<file path="src/rtl/serial_adder_ctrl_if.sv">
// Request/result bundle for the bit-serial adder: operands and start in,
// busy/done status and the LSB-aligned result out.
interface serial_adder_ctrl_if #(
  parameter int N = 8
);
  logic         start;
  logic [N-1:0] A;
  logic [N-1:0] B;
  logic         cin;
  logic         busy;
  logic         done;
  logic [N-1:0] sum;
  logic         cout;

  modport master (output start, A, B, cin, input busy, done, sum, cout);
  modport slave  (input start, A, B, cin, output busy, done, sum, cout);
endinterface

</file>
<file path="src/rtl/serial_adder_ctrl.sv">
// Bit-serial ripple adder: one full-adder bit per clock, LSB first, with an
// IDLE/SHIFT/DONE controller. Result and carry persist until the next start.
module serial_adder_ctrl #(
  parameter int N = 8
) (
  input  logic               clk,
  input  logic               rst,
  serial_adder_ctrl_if.slave bus
);
  localparam int CW = $clog2(N);

  typedef enum logic [1:0] {IDLE, SHIFT, DONE} state_t;

  state_t         state_q, state_d;
  logic [N-1:0]   a_q, a_d;
  logic [N-1:0]   b_q, b_d;
  logic [N-1:0]   sum_q, sum_d;
  logic           c_q, c_d;
  logic [CW-1:0]  cnt_q, cnt_d;
  logic           bit_s;
  logic           bit_c;

  assign bit_s = a_q[0] ^ b_q[0] ^ c_q;
  assign bit_c = ((a_q[0] ^ b_q[0]) & c_q) | (a_q[0] & b_q[0]);

  always_ff @(posedge clk or posedge rst) begin
    if (rst) begin
      state_q <= IDLE;
      a_q     <= '0;
      b_q     <= '0;
      sum_q   <= '0;
      c_q     <= 1'b0;
      cnt_q   <= '0;
    end else begin
      state_q <= state_d;
      a_q     <= a_d;
      b_q     <= b_d;
      sum_q   <= sum_d;
      c_q     <= c_d;
      cnt_q   <= cnt_d;
    end
  end

  always_comb begin
    state_d = state_q;
    a_d     = a_q;
    b_d     = b_q;
    sum_d   = sum_q;
    c_d     = c_q;
    cnt_d   = cnt_q;
    case (state_q)
      IDLE: begin
        if (bus.start) begin
          a_d     = bus.A;
          b_d     = bus.B;
          c_d     = bus.cin;
          sum_d   = '0;
          cnt_d   = '0;
          state_d = SHIFT;
        end
      end
      SHIFT: begin
        a_d   = a_q >> 1;
        b_d   = b_q >> 1;
        sum_d = {bit_s, sum_q[N-1:1]};
        c_d   = bit_c;
        // Counter parks at zero after the last bit so it never passes N-1.
        if (cnt_q == CW'(N - 1)) begin
          cnt_d   = '0;
          state_d = DONE;
        end else begin
          cnt_d = cnt_q + 1'b1;
        end
      end
      DONE:    state_d = IDLE;
      default: state_d = IDLE;
    endcase
  end

  // Carry register doubles as cout: it holds the final carry through IDLE.
  assign bus.busy = (state_q == SHIFT);
  assign bus.done = (state_q == DONE);
  assign bus.sum  = sum_q;
  assign bus.cout = c_q;
endmodule

</file>
<file path="src/flat_wrapper.sv">
// flat-port wrapper written by rule: the top's interface ports become plain ports
module serial_adder_ctrl_flat 
#(
  parameter int N = 8
)
  (clk, rst, bus_start, bus_A, bus_B, bus_cin, bus_busy, bus_done, bus_sum, bus_cout);
  serial_adder_ctrl_if #(.N(N)) bus_i ();
  input  logic clk;
  input  logic rst;
  input wire logic [$bits(bus_i.start)-1:0] bus_start;
  input wire logic [$bits(bus_i.A)-1:0] bus_A;
  input wire logic [$bits(bus_i.B)-1:0] bus_B;
  input wire logic [$bits(bus_i.cin)-1:0] bus_cin;
  output wire logic [$bits(bus_i.busy)-1:0] bus_busy;
  output wire logic [$bits(bus_i.done)-1:0] bus_done;
  output wire logic [$bits(bus_i.sum)-1:0] bus_sum;
  output wire logic [$bits(bus_i.cout)-1:0] bus_cout;
  assign bus_i.start = bus_start;
  assign bus_i.A = bus_A;
  assign bus_i.B = bus_B;
  assign bus_i.cin = bus_cin;
  assign bus_busy = bus_i.busy;
  assign bus_done = bus_i.done;
  assign bus_sum = bus_i.sum;
  assign bus_cout = bus_i.cout;
  serial_adder_ctrl #(.N(N)) u_core (.clk(clk), .rst(rst), .bus(bus_i));
endmodule
</file>
<file path="config.mk">
export PLATFORM = sky130hd
export DESIGN_NAME = serial_adder_ctrl_flat
export DESIGN_NICKNAME = d
export VERILOG_FILES = /design/src/rtl/serial_adder_ctrl_if.sv /design/src/rtl/serial_adder_ctrl.sv /design/src/flat_wrapper.sv
export SDC_FILE = /design/constraint.sdc
export NUM_CORES = 1
export LEC_CHECK = 0
export BUFFER_PORTS_ARGS = -buffer_cell sky130_fd_sc_hd__buf_2
export CAP_MARGIN = 20
export CORE_AREA = 2 2 45 68
export DETAILED_ROUTE_END_ITERATION = 10
export DIE_AREA = 0 0 47 70
export PLACE_DENSITY = 0.89
export SKIP_LAST_GASP = 1
export SLEW_MARGIN = 20
export SYNTH_ARGS = -nofsm -noshare
export SYNTH_HDL_FRONTEND = slang
export SYNTH_SLANG_ARGS = --single-unit
</file>
<file path="constraint.sdc">
create_clock -name clk -period 2.4 [get_ports clk]
set_input_delay 0.12 -clock clk [delete_from_list [all_inputs] [get_ports clk]]
set_output_delay 0.12 -clock clk [all_outputs]
set_load 0.02 [all_outputs]
</file>
==> impl_metrics.env, run 1 <==
export IMPL_drt_drc_violations_left=0
export IMPL_r2r_end="u_core.bus.cout"
export IMPL_io_buffers=30
export IMPL_vias=1073
export IMPL_grt_usage_pct=21.0
export IMPL_wirelength_mm=2.99
export IMPL_insertion_delay_ns=0.29
export IMPL_slew_viol_final=0
export IMPL_dieArea_um2=3290
export IMPL_postCtsSetupRepairBufs=0
export IMPL_seq_area_um2=751
export IMPL_period_share_pct=73.2
export IMPL_cts_buffer_depth=2
export IMPL_htree_levels=2
export IMPL_ant_nets=0
export IMPL_min_path_type="primary input to flop"
export IMPL_start_util_pct=53.0
export IMPL_cp_end_kind="primary output"
export IMPL_cts_buffers=5
export IMPL_nets=182
export IMPL_fin_area_um2=1780
export IMPL_cts_resized=0
export IMPL_max_freq_mhz=569
export IMPL_cpMaxStageDelayCell="dfrtp_1"
export IMPL_synth_area_um2=1470
export IMPL_io_pins=31
export IMPL_finalSetupTns_ns=0
export IMPL_dr_pass1_iters=4
export IMPL_cts_root_buf="clkbuf_8"
export IMPL_grt_pass1_vias=1114
export IMPL_syn_inst=128
export IMPL_syn_area_per_cell_um2=11.4
export IMPL_maxSlewHeadroom_pct=56.5
export IMPL_final_setup_viol_count=0
export IMPL_place_area_um2=1620
export IMPL_antenna_cells=0
export IMPL_status="complete, no violations"
export IMPL_grt_pass1_wl_mm=4.93
export IMPL_antenna_found_initial=0
export IMPL_crit_family="flip-flops"
export IMPL_yosys_warnings=0
export IMPL_cts_tree="yes"
export IMPL_worst_r2r_startpoint="u_core.state_q[1]"
export IMPL_drive_gt1_share_pct=26.9
export IMPL_cts_sinks=30
export IMPL_crit_fanout=16
export IMPL_gp_congestion=0.814
export IMPL_mostFrequentLayoutCells="buf_2, dfrtp_1, inv_1, nor3b_1, nor4b_1"
export IMPL_syn2layout_area_growth_pct=21.2
export IMPL_detail_route_vias_per_cell=5.39
export IMPL_cp_arrival_ns=1.64
export IMPL_crit_chain="and2b_1, buf_2"
export IMPL_start_kind="flop"
export IMPL_crit_type="flop to primary output"
export IMPL_crit_cells=2
export IMPL_p_leak_nw=0.845
export IMPL_power_density_nw_per_um2=1360
export IMPL_worstRegToRegCells=2
export IMPL_rows=24
export IMPL_place_inst=190
export IMPL_multi_input_area_um2=583
export IMPL_synth_fp_nets=151
export IMPL_setup_worst_path_start="u_core.state_q[1]"
export IMPL_crit_buf_inv=1
export IMPL_grt_max_degree=31
export IMPL_overflow=0
export IMPL_wl_per_cell_um=15.0
export IMPL_endpoint="bus_busy"
export IMPL_netlist_cell_type_count=24
export IMPL_fin_skew_ns=0.00278
export IMPL_hold_violations=0
export IMPL_ys_seq_elements=30
export IMPL_critPathRequiredTime_ns=2.28
export IMPL_ir_drop_mv=0.814
export IMPL_die_width_um=47
export IMPL_tightest_slew_ns=0.651
export IMPL_power_total_mw=2.42
export IMPL_drv_cap=0
export IMPL_core_area_um2=2760
export IMPL_drtIter0Drc=31
export IMPL_ff2ff_setup_slack_ns=0.85
export IMPL_fillers=247
export IMPL_layout_min_cycle_time_ns=1.76
export IMPL_grt_setup_unrepaired="no"
export IMPL_place_hpwl_mm=2.08
export IMPL_synth_seq_area_share_pct=51.2
export IMPL_layout_cells_non_filler=199
export IMPL_path_clk_slew_ns=0.06
export IMPL_max_stage_delay_ns=0.56
export IMPL_die_h_um=70
## metal layers
layer	track usage, %	wire length (um)
met5	0	0
met4	7.41	55
met3	6.98	141
met2	33.5	1600
met1	25.5	1190
## through the flow
stage	setup WS [ns]	util [%]	hold WS (ns)
final	0.643	64.3	0.0553
after global routing	0.571	64.3	0.0456
after CTS	0.640	64.3	0.0471
after detailed placement	0.868	58.7	0.211
after global placement	0.971	58.7	0.201
after floorplan	1.00	-	0.211
## sequential cells by signal, indices dropped and copies added (netlist names)
signal and flops:
u_core.b_q 8, u_core.bus.cout 1, u_core.state_q 2, u_core.cnt_q 3, u_core.bus.sum 8, u_core.a_q 8
## where the power goes
group	leakage, nW	internal [mW]	switching, mW	total [mW]
logic	0.409	0.397	0.483	0.880
registers	0.364	0.735	0.171	0.905
clock network	0.0714	0.443	0.193	0.636
total	0.845	1.57	0.847	2.42
## how the worst min path moves through the flow
| stage | start | end | slack (ns) | cells after the start |
|---|---|---|---|---|
| global placement | rst | u_core.a_q[0] | 0.20 | 3 |
| global route | bus_A[7] | u_core.a_q[7] | 0.05 | 2 |
| CTS | bus_A[7] | u_core.a_q[7] | 0.05 | 2 |
| floorplan | rst | u_core.a_q[0] | 0.21 | 1 |
| detailed placement | rst | u_core.bus.sum[6] | 0.21 | 3 |
| finish | bus_A[7] | u_core.a_q[7] | 0.06 | 2 |
## logic make-up after synthesis
group	count (synthesis)	synth area share (%)
AO/OA/AOI/OAI	30	17.5
AND/OR/NAND/NOR	37	19.2
buffers and inverters	28	8.97
adder cells (fa/ha/maj)	3	3.07
flip-flops	30	51.2
## cell type report
cell class                 count  share of cell area, %
clock buffer                   6                   4.65
tap                           39                   2.75
multi-input combinational     70                   32.8
sequential                    30                   42.3
inverter                      18                   3.81
clock inverter                 2                   3.38
timing repair buffer          34                   10.3
## timing repair
action | in CTS | in global routing
setup endpoints to repair | 0 | 0
hold buffers | 1 | 0
hold endpoints to repair | 30 | 0
## cells in the mapped netlist
library cell  count  share of area (%)
a32o_1            1               0.68
fa_1              1                1.4
a21o_1            1               0.51
a222oi_1          1               0.68
nor2b_1           5                2.1
nand2b_1          2               0.85
buf_6             2                1.5
and2_1            1               0.43
clkbuf_2          1               0.34
a22o_1           11                6.6
dfrtp_1          30                 51
a21oi_1           1               0.34
buf_4             2                1.0
o21bai_4          1                1.3
inv_1            18                4.6
buf_2             2               0.68
nor3b_1          15                7.7
ha_1              2                1.7
nor2_2            1               0.43
a211oi_1         11                5.6
clkbuf_1          3               0.77
nor4b_1          12                7.2
and2b_1           1               0.51
a221oi_1          3                1.8
Power figures use the tool's default switching activity.
==> inputs of run 2 (changes only) <==
CORE_AREA = 2 2 49 73   (was 2 2 45 68)
DIE_AREA = 0 0 51 75   (was 0 0 47 70)
PLACE_DENSITY = 0.82   (was 0.89)
clock period = 1.6 ns   (was 2.4 ns; I/O delays follow)
==> run 2 against run 1 <==
Effect of this change:
- sequential cell count did not move
- sequential power grew 46%
- setup slack got worse by 0.44 ns
- first-iteration DRC count fell by 26%
- clock power decreased by 2%
- via count rose by 1.1%
- routed wire length fell by 2.6%
- design area is 1.6% lower
- utilization shrank 9.0 points
- non-clock buffer count grew 1
- combinational power grew 57%
- critical path depth is 1 higher
==> impl_metrics.env, run 2 (synthesis gave the netlist of run 1 again) <==
export IMPL_grt_setup_unrepaired="no"
export IMPL_critPathRequiredTime_ns=1.52
export IMPL_drtIter0Drc=23
export IMPL_detail_route_vias_per_cell=5.40
export IMPL_drv_cap=0
export IMPL_htree_levels=2
export IMPL_cts_root_buf="clkbuf_8"
export IMPL_syn2layout_area_growth_pct=19.2
export IMPL_io_pins=31
export IMPL_final_setup_viol_count=0
export IMPL_crit_type="flop to primary output"
export IMPL_power_density_nw_per_um2=1900
export IMPL_dr_pass1_iters=4
export IMPL_worstHoldStart="bus_A[7]"
export IMPL_grt_usage_pct=17.6
export IMPL_fin_util_pct=55.3
export IMPL_start_kind="flop"
export IMPL_antenna_found_initial=0
export IMPL_cts_tree="yes"
export IMPL_grt_max_degree=31
export IMPL_antenna_cells=0
export IMPL_maxSlewHeadroom_pct=74.9
export IMPL_cp_arrival_ns=1.32
export IMPL_vias=1085
export IMPL_crit_fanout=28
export IMPL_finalSetupTns_ns=0
export IMPL_wirelength_mm=2.92
export IMPL_slew_viol_final=0
export IMPL_grt_pass1_wl_mm=4.91
export IMPL_rows=25
export IMPL_worstRegToRegCells=4
export IMPL_tightest_slew_ns=0.377
export IMPL_whs_path_depth=2
export IMPL_overflow=0
export IMPL_mostFrequentLayoutCells="buf_2, dfrtp_1, inv_1, nor3b_1, nor4b_1"
export IMPL_power_total_mw=3.33
export IMPL_insertion_delay_ns=0.29
export IMPL_cts_buffer_depth=2
export IMPL_die_h_um=75
export IMPL_hold_violations=0
export IMPL_p_leak_nw=0.831
export IMPL_drive_gt1_share_pct=27.3
export IMPL_core_area_um2=3160
export IMPL_layout_min_cycle_time_ns=1.40
export IMPL_cts_sinks=30
export IMPL_place_hpwl_mm=1.99
export IMPL_drt_drc_violations_left=0
export IMPL_max_freq_mhz=714
export IMPL_start_util_pct=46.4
export IMPL_wl_per_cell_um=14.5
export IMPL_place_inst=192
export IMPL_cp_end_kind="primary output"
export IMPL_grt_pass1_vias=1121
export IMPL_worst_r2r_startpoint="u_core.cnt_q[0]"
export IMPL_setup_worst_path_start="u_core.state_q[1]"
export IMPL_period_share_pct=87.6
export IMPL_cts_buffers=5
export IMPL_layout_cells_non_filler=201
export IMPL_status="complete, no violations"
export IMPL_min_path_type="primary input to flop"
export IMPL_fin_skew_ns=0.00751
export IMPL_ant_nets=0
export IMPL_ir_drop_mv=1.19
export IMPL_nets=183
export IMPL_io_buffers=30
export IMPL_die_width_um=51
export IMPL_gp_congestion=0.713
export IMPL_postCtsSetupRepairBufs=0
export IMPL_dieArea_um2=3830
export IMPL_path_clk_slew_ns=0.06
[run 2: changes by cell type in the layout (fill, tap and decap cells not counted)]
| cell | delta |
|---|---|
| clkbuf_1 | +1 |
| and2b_1 | -1 |
| clkinv_2 | +1 |
| bufinv_16 | -2 |
| and2b_2 | +1 |
| buf_12 | +1 |
[run 2: routing by layer]
metal | up-vias | global-route usage (%) | share of wire (%)
li1 | 524 | - | -
met1 | 528 | 19.9 | 40
met2 | 27 | 29.9 | 52
met3 | 6 | 6.15 | 5.6
met4 | 0 | 7.81 | 2.0
met5 | - | 0 | 0
[run 2: final cells by class]
cell class	instances	area [um2]
Fill cell	283	1410
Sequential cell	30	751
Multi-Input combinational cell	70	584
Timing Repair Buffer	35	203
Clock buffer	7	86.3
Inverter	18	67.6
Tap cell	40	50.0
Clock inverter	1	5.00
[run 2: worst max-delay path: stages (launching register included)]
cell and delay (ns):
dfrtp_1 0.41, buf_4 0.30, nor2b_1 0.16, buf_2 0.16
[run 2: stage by stage]
stage          hold WS [ns]  area (um2)  setup slack, ns
5_1_grt              0.0195        1750            0.107
3_5_place_dp          0.173        1640            0.269
2_1_floorplan         0.171        1470            0.204
4_1_cts              0.0178        1750           0.0929
3_3_place_gp          0.159        1640            0.351
6_report             0.0191        1750            0.199
[run 2: report_power, final]
group | switching, mW | internal, mW | total (mW)
Combinational | 0.755 | 0.629 | 1.38
Clock | 0.279 | 0.346 | 0.625
Sequential | 0.216 | 1.10 | 1.32
Total | 1.25 | 2.08 | 3.33
[run 2: timing repair]
item / in CTS / in global routing
resized for setup: 0 / 1
hold buffers: 1 / 0
endpoints found under the hold margin: 30 / 0
setup endpoints to repair: 0 / 1
[run 2: final timing paths]
check | endpoint | slack [ns]
worst max-delay path | bus_done | 0.20
worst min-delay path | u_core.a_q[7] | 0.02
worst max register to register | u_core.cnt_q[0] | 0.27
worst min register to register | u_core.bus.sum[0] | 0.50
max in group asynchronous | u_core.a_q[4] | 0.92
min in group asynchronous | u_core.a_q[0] | 0.40
==> inputs of run 3 (changes only) <==
CORE_AREA = 2 2 45 68   (was 2 2 49 73)
DIE_AREA = 0 0 47 70   (was 0 0 51 75)
PLACE_DENSITY = 0.89   (was 0.82)
clock period = 1.7 ns   (was 1.6 ns; I/O delays follow)
==> run 3 against run 2 <==
Effect of this change:
- clock power fell by 5.6%
- critical path depth decreased by 1
- clock skew shrank 0.0015 ns
- routed wire length shrank 2.4%
- power is 6.5% lower
- die area down 14%
- setup slack better by 0.013 ns
- global-route usage up 4.3 points
- final cell count is the same
- combinational power is 7% lower
- register-to-register slack better by 0.08 ns
- critical path type unchanged
- largest cell class unchanged
- largest power group unchanged
==> impl_metrics.env, run 3 (synthesis gave the netlist of run 1 again) <==
export IMPL_gp_congestion=0.777
export IMPL_p_leak_nw=0.832
export IMPL_rows=24
export IMPL_grt_max_degree=31
export IMPL_htree_levels=2
export IMPL_dr_pass1_iters=4
export IMPL_drv_cap=0
export IMPL_antenna_found_initial=0
export IMPL_maxSlewHeadroom_pct=72.9
export IMPL_grt_pass1_wl_mm=5.09
export IMPL_slew_viol_final=0
export IMPL_min_path_type="primary input to flop"
export IMPL_nets=184
export IMPL_cts_root_buf="clkbuf_8"
export IMPL_overflow=0
export IMPL_ir_drop_mv=1.07
export IMPL_place_hpwl_mm=1.91
export IMPL_pre_cts_ws_ns=0.359
export IMPL_vias=1085
export IMPL_grt_setup_unrepaired="no"
export IMPL_cp_end_kind="primary output"
export IMPL_fillers=245
export IMPL_cts_sinks=30
export IMPL_drt_drc_violations_left=0
export IMPL_antenna_cells=0
export IMPL_crit_fanout=13
export IMPL_io_pins=31
export IMPL_fin_util_pct=63.0
export IMPL_tightest_slew_ns=0.406
export IMPL_drtIter0Drc=13
export IMPL_drive_gt1_share_pct=27.2
export IMPL_wirelength_mm=2.85
export IMPL_io_buffers=30
export IMPL_layout_min_cycle_time_ns=1.49
export IMPL_grt_pass1_vias=1182
export IMPL_finalSetupTns_ns=0
export IMPL_start_util_pct=53.0
export IMPL_die_width_um=47
export IMPL_final_setup_viol_count=0
export IMPL_fin_ws_ns=0.212
export IMPL_wl_per_cell_um=14.2
export IMPL_power_density_nw_per_um2=1790
export IMPL_die_h_um=70
export IMPL_dieArea_um2=3290
export IMPL_cts_tree="yes"
export IMPL_grt_usage_pct=21.9
export IMPL_period_share_pct=87.5
export IMPL_fin_skew_ns=0.00599
export IMPL_mostFrequentLayoutCells="buf_2, dfrtp_1, inv_1, nor3b_1, nor4b_1"
export IMPL_ant_nets=0
export IMPL_insertion_delay_ns=0.28
export IMPL_cts_resized=0
export IMPL_syn2layout_area_growth_pct=18.7
export IMPL_hold_violations=0
export IMPL_path_clk_slew_ns=0.06
export IMPL_detail_route_vias_per_cell=5.40
export IMPL_critPathRequiredTime_ns=1.62
export IMPL_cp_arrival_ns=1.40
export IMPL_start_kind="flop"
export IMPL_crit_type="flop to primary output"
export IMPL_cts_buffer_depth=2
export IMPL_cts_buffers=5
export IMPL_max_freq_mhz=672
export IMPL_core_area_um2=2760
export IMPL_status="complete, no violations"
run 3: critical path: stages, from the launching register on:
cell and delay, ns:
dfrtp_1 0.42, and2b_1 0.46, buf_2 0.24
run 3: worst paths after layout:
| kind | startpoint | end | slack (ns) | cells past startpoint |
|---|---|---|---|---|
| min | bus_B[7] | u_core.b_q[7] | 0.02 | 2 |
| max | u_core.state_q[1] | bus_busy | 0.21 | 2 |
| max in group asynchronous | rst | u_core.cnt_q[0] | 1.02 | 4 |
| max reg2reg | u_core.cnt_q[0] | u_core.cnt_q[0] | 0.35 | 4 |
| min in group asynchronous | rst | u_core.a_q[2] | 0.41 | 4 |
| min reg2reg | u_core.state_q[1] | u_core.state_q[0] | 0.50 | 1 |
run 3: power breakdown:
group	internal [mW]	total [mW]	switching, mW
Combinational	0.577	1.28	0.699
Sequential	1.04	1.25	0.209
Clock	0.326	0.590	0.264
Total	1.94	3.11	1.17
run 3: timing repair:
item	in CTS	in global routing
endpoints found under the hold margin	30	0
setup buffers	0	0
hold buffers	1	0
setup endpoints to repair	0	0
run 3: per-stage QoR:
| stage | total power [mW] | cells | hold WS, ns | cell area [um2] |
|---|---|---|---|---|
| 6_report | 3.11 | 201 | 0.0222 | 1740 |
| 5_1_grt | 3.38 | 201 | 0.0140 | 1740 |
| 4_1_cts | 3.14 | 201 | 0.0154 | 1740 |
| 3_5_place_dp | 2.53 | 192 | 0.173 | 1640 |
| 3_3_place_gp | 2.44 | 192 | 0.165 | 1640 |
| 2_1_floorplan | 2.22 | 128 | 0.176 | 1470 |
run 3: per-layer routing:
layer / vias up / wire length (um) / track usage, %
met5: - / 0 / 0
met4: 0 / 87 / 11.1
met3: 8 / 141 / 7.75
met2: 28 / 1400 / 33.0
met1: 519 / 1220 / 26.6
li1: 530 / - / -
run 3: layout make-up:
| cell class | instances | area [um2] | area share [%] |
|---|---|---|---|
| clock buffers | 7 | 86.3 | 4.96 |
| clock inverters | 1 | 5.00 | 0.288 |
| inverters | 18 | 67.6 | 3.88 |
| flip-flops and latches | 30 | 751 | 43.2 |
| repair buffers | 36 | 198 | 11.4 |
| well taps | 39 | 48.8 | 2.81 |
| multi-input cells | 70 | 583 | 33.5 |
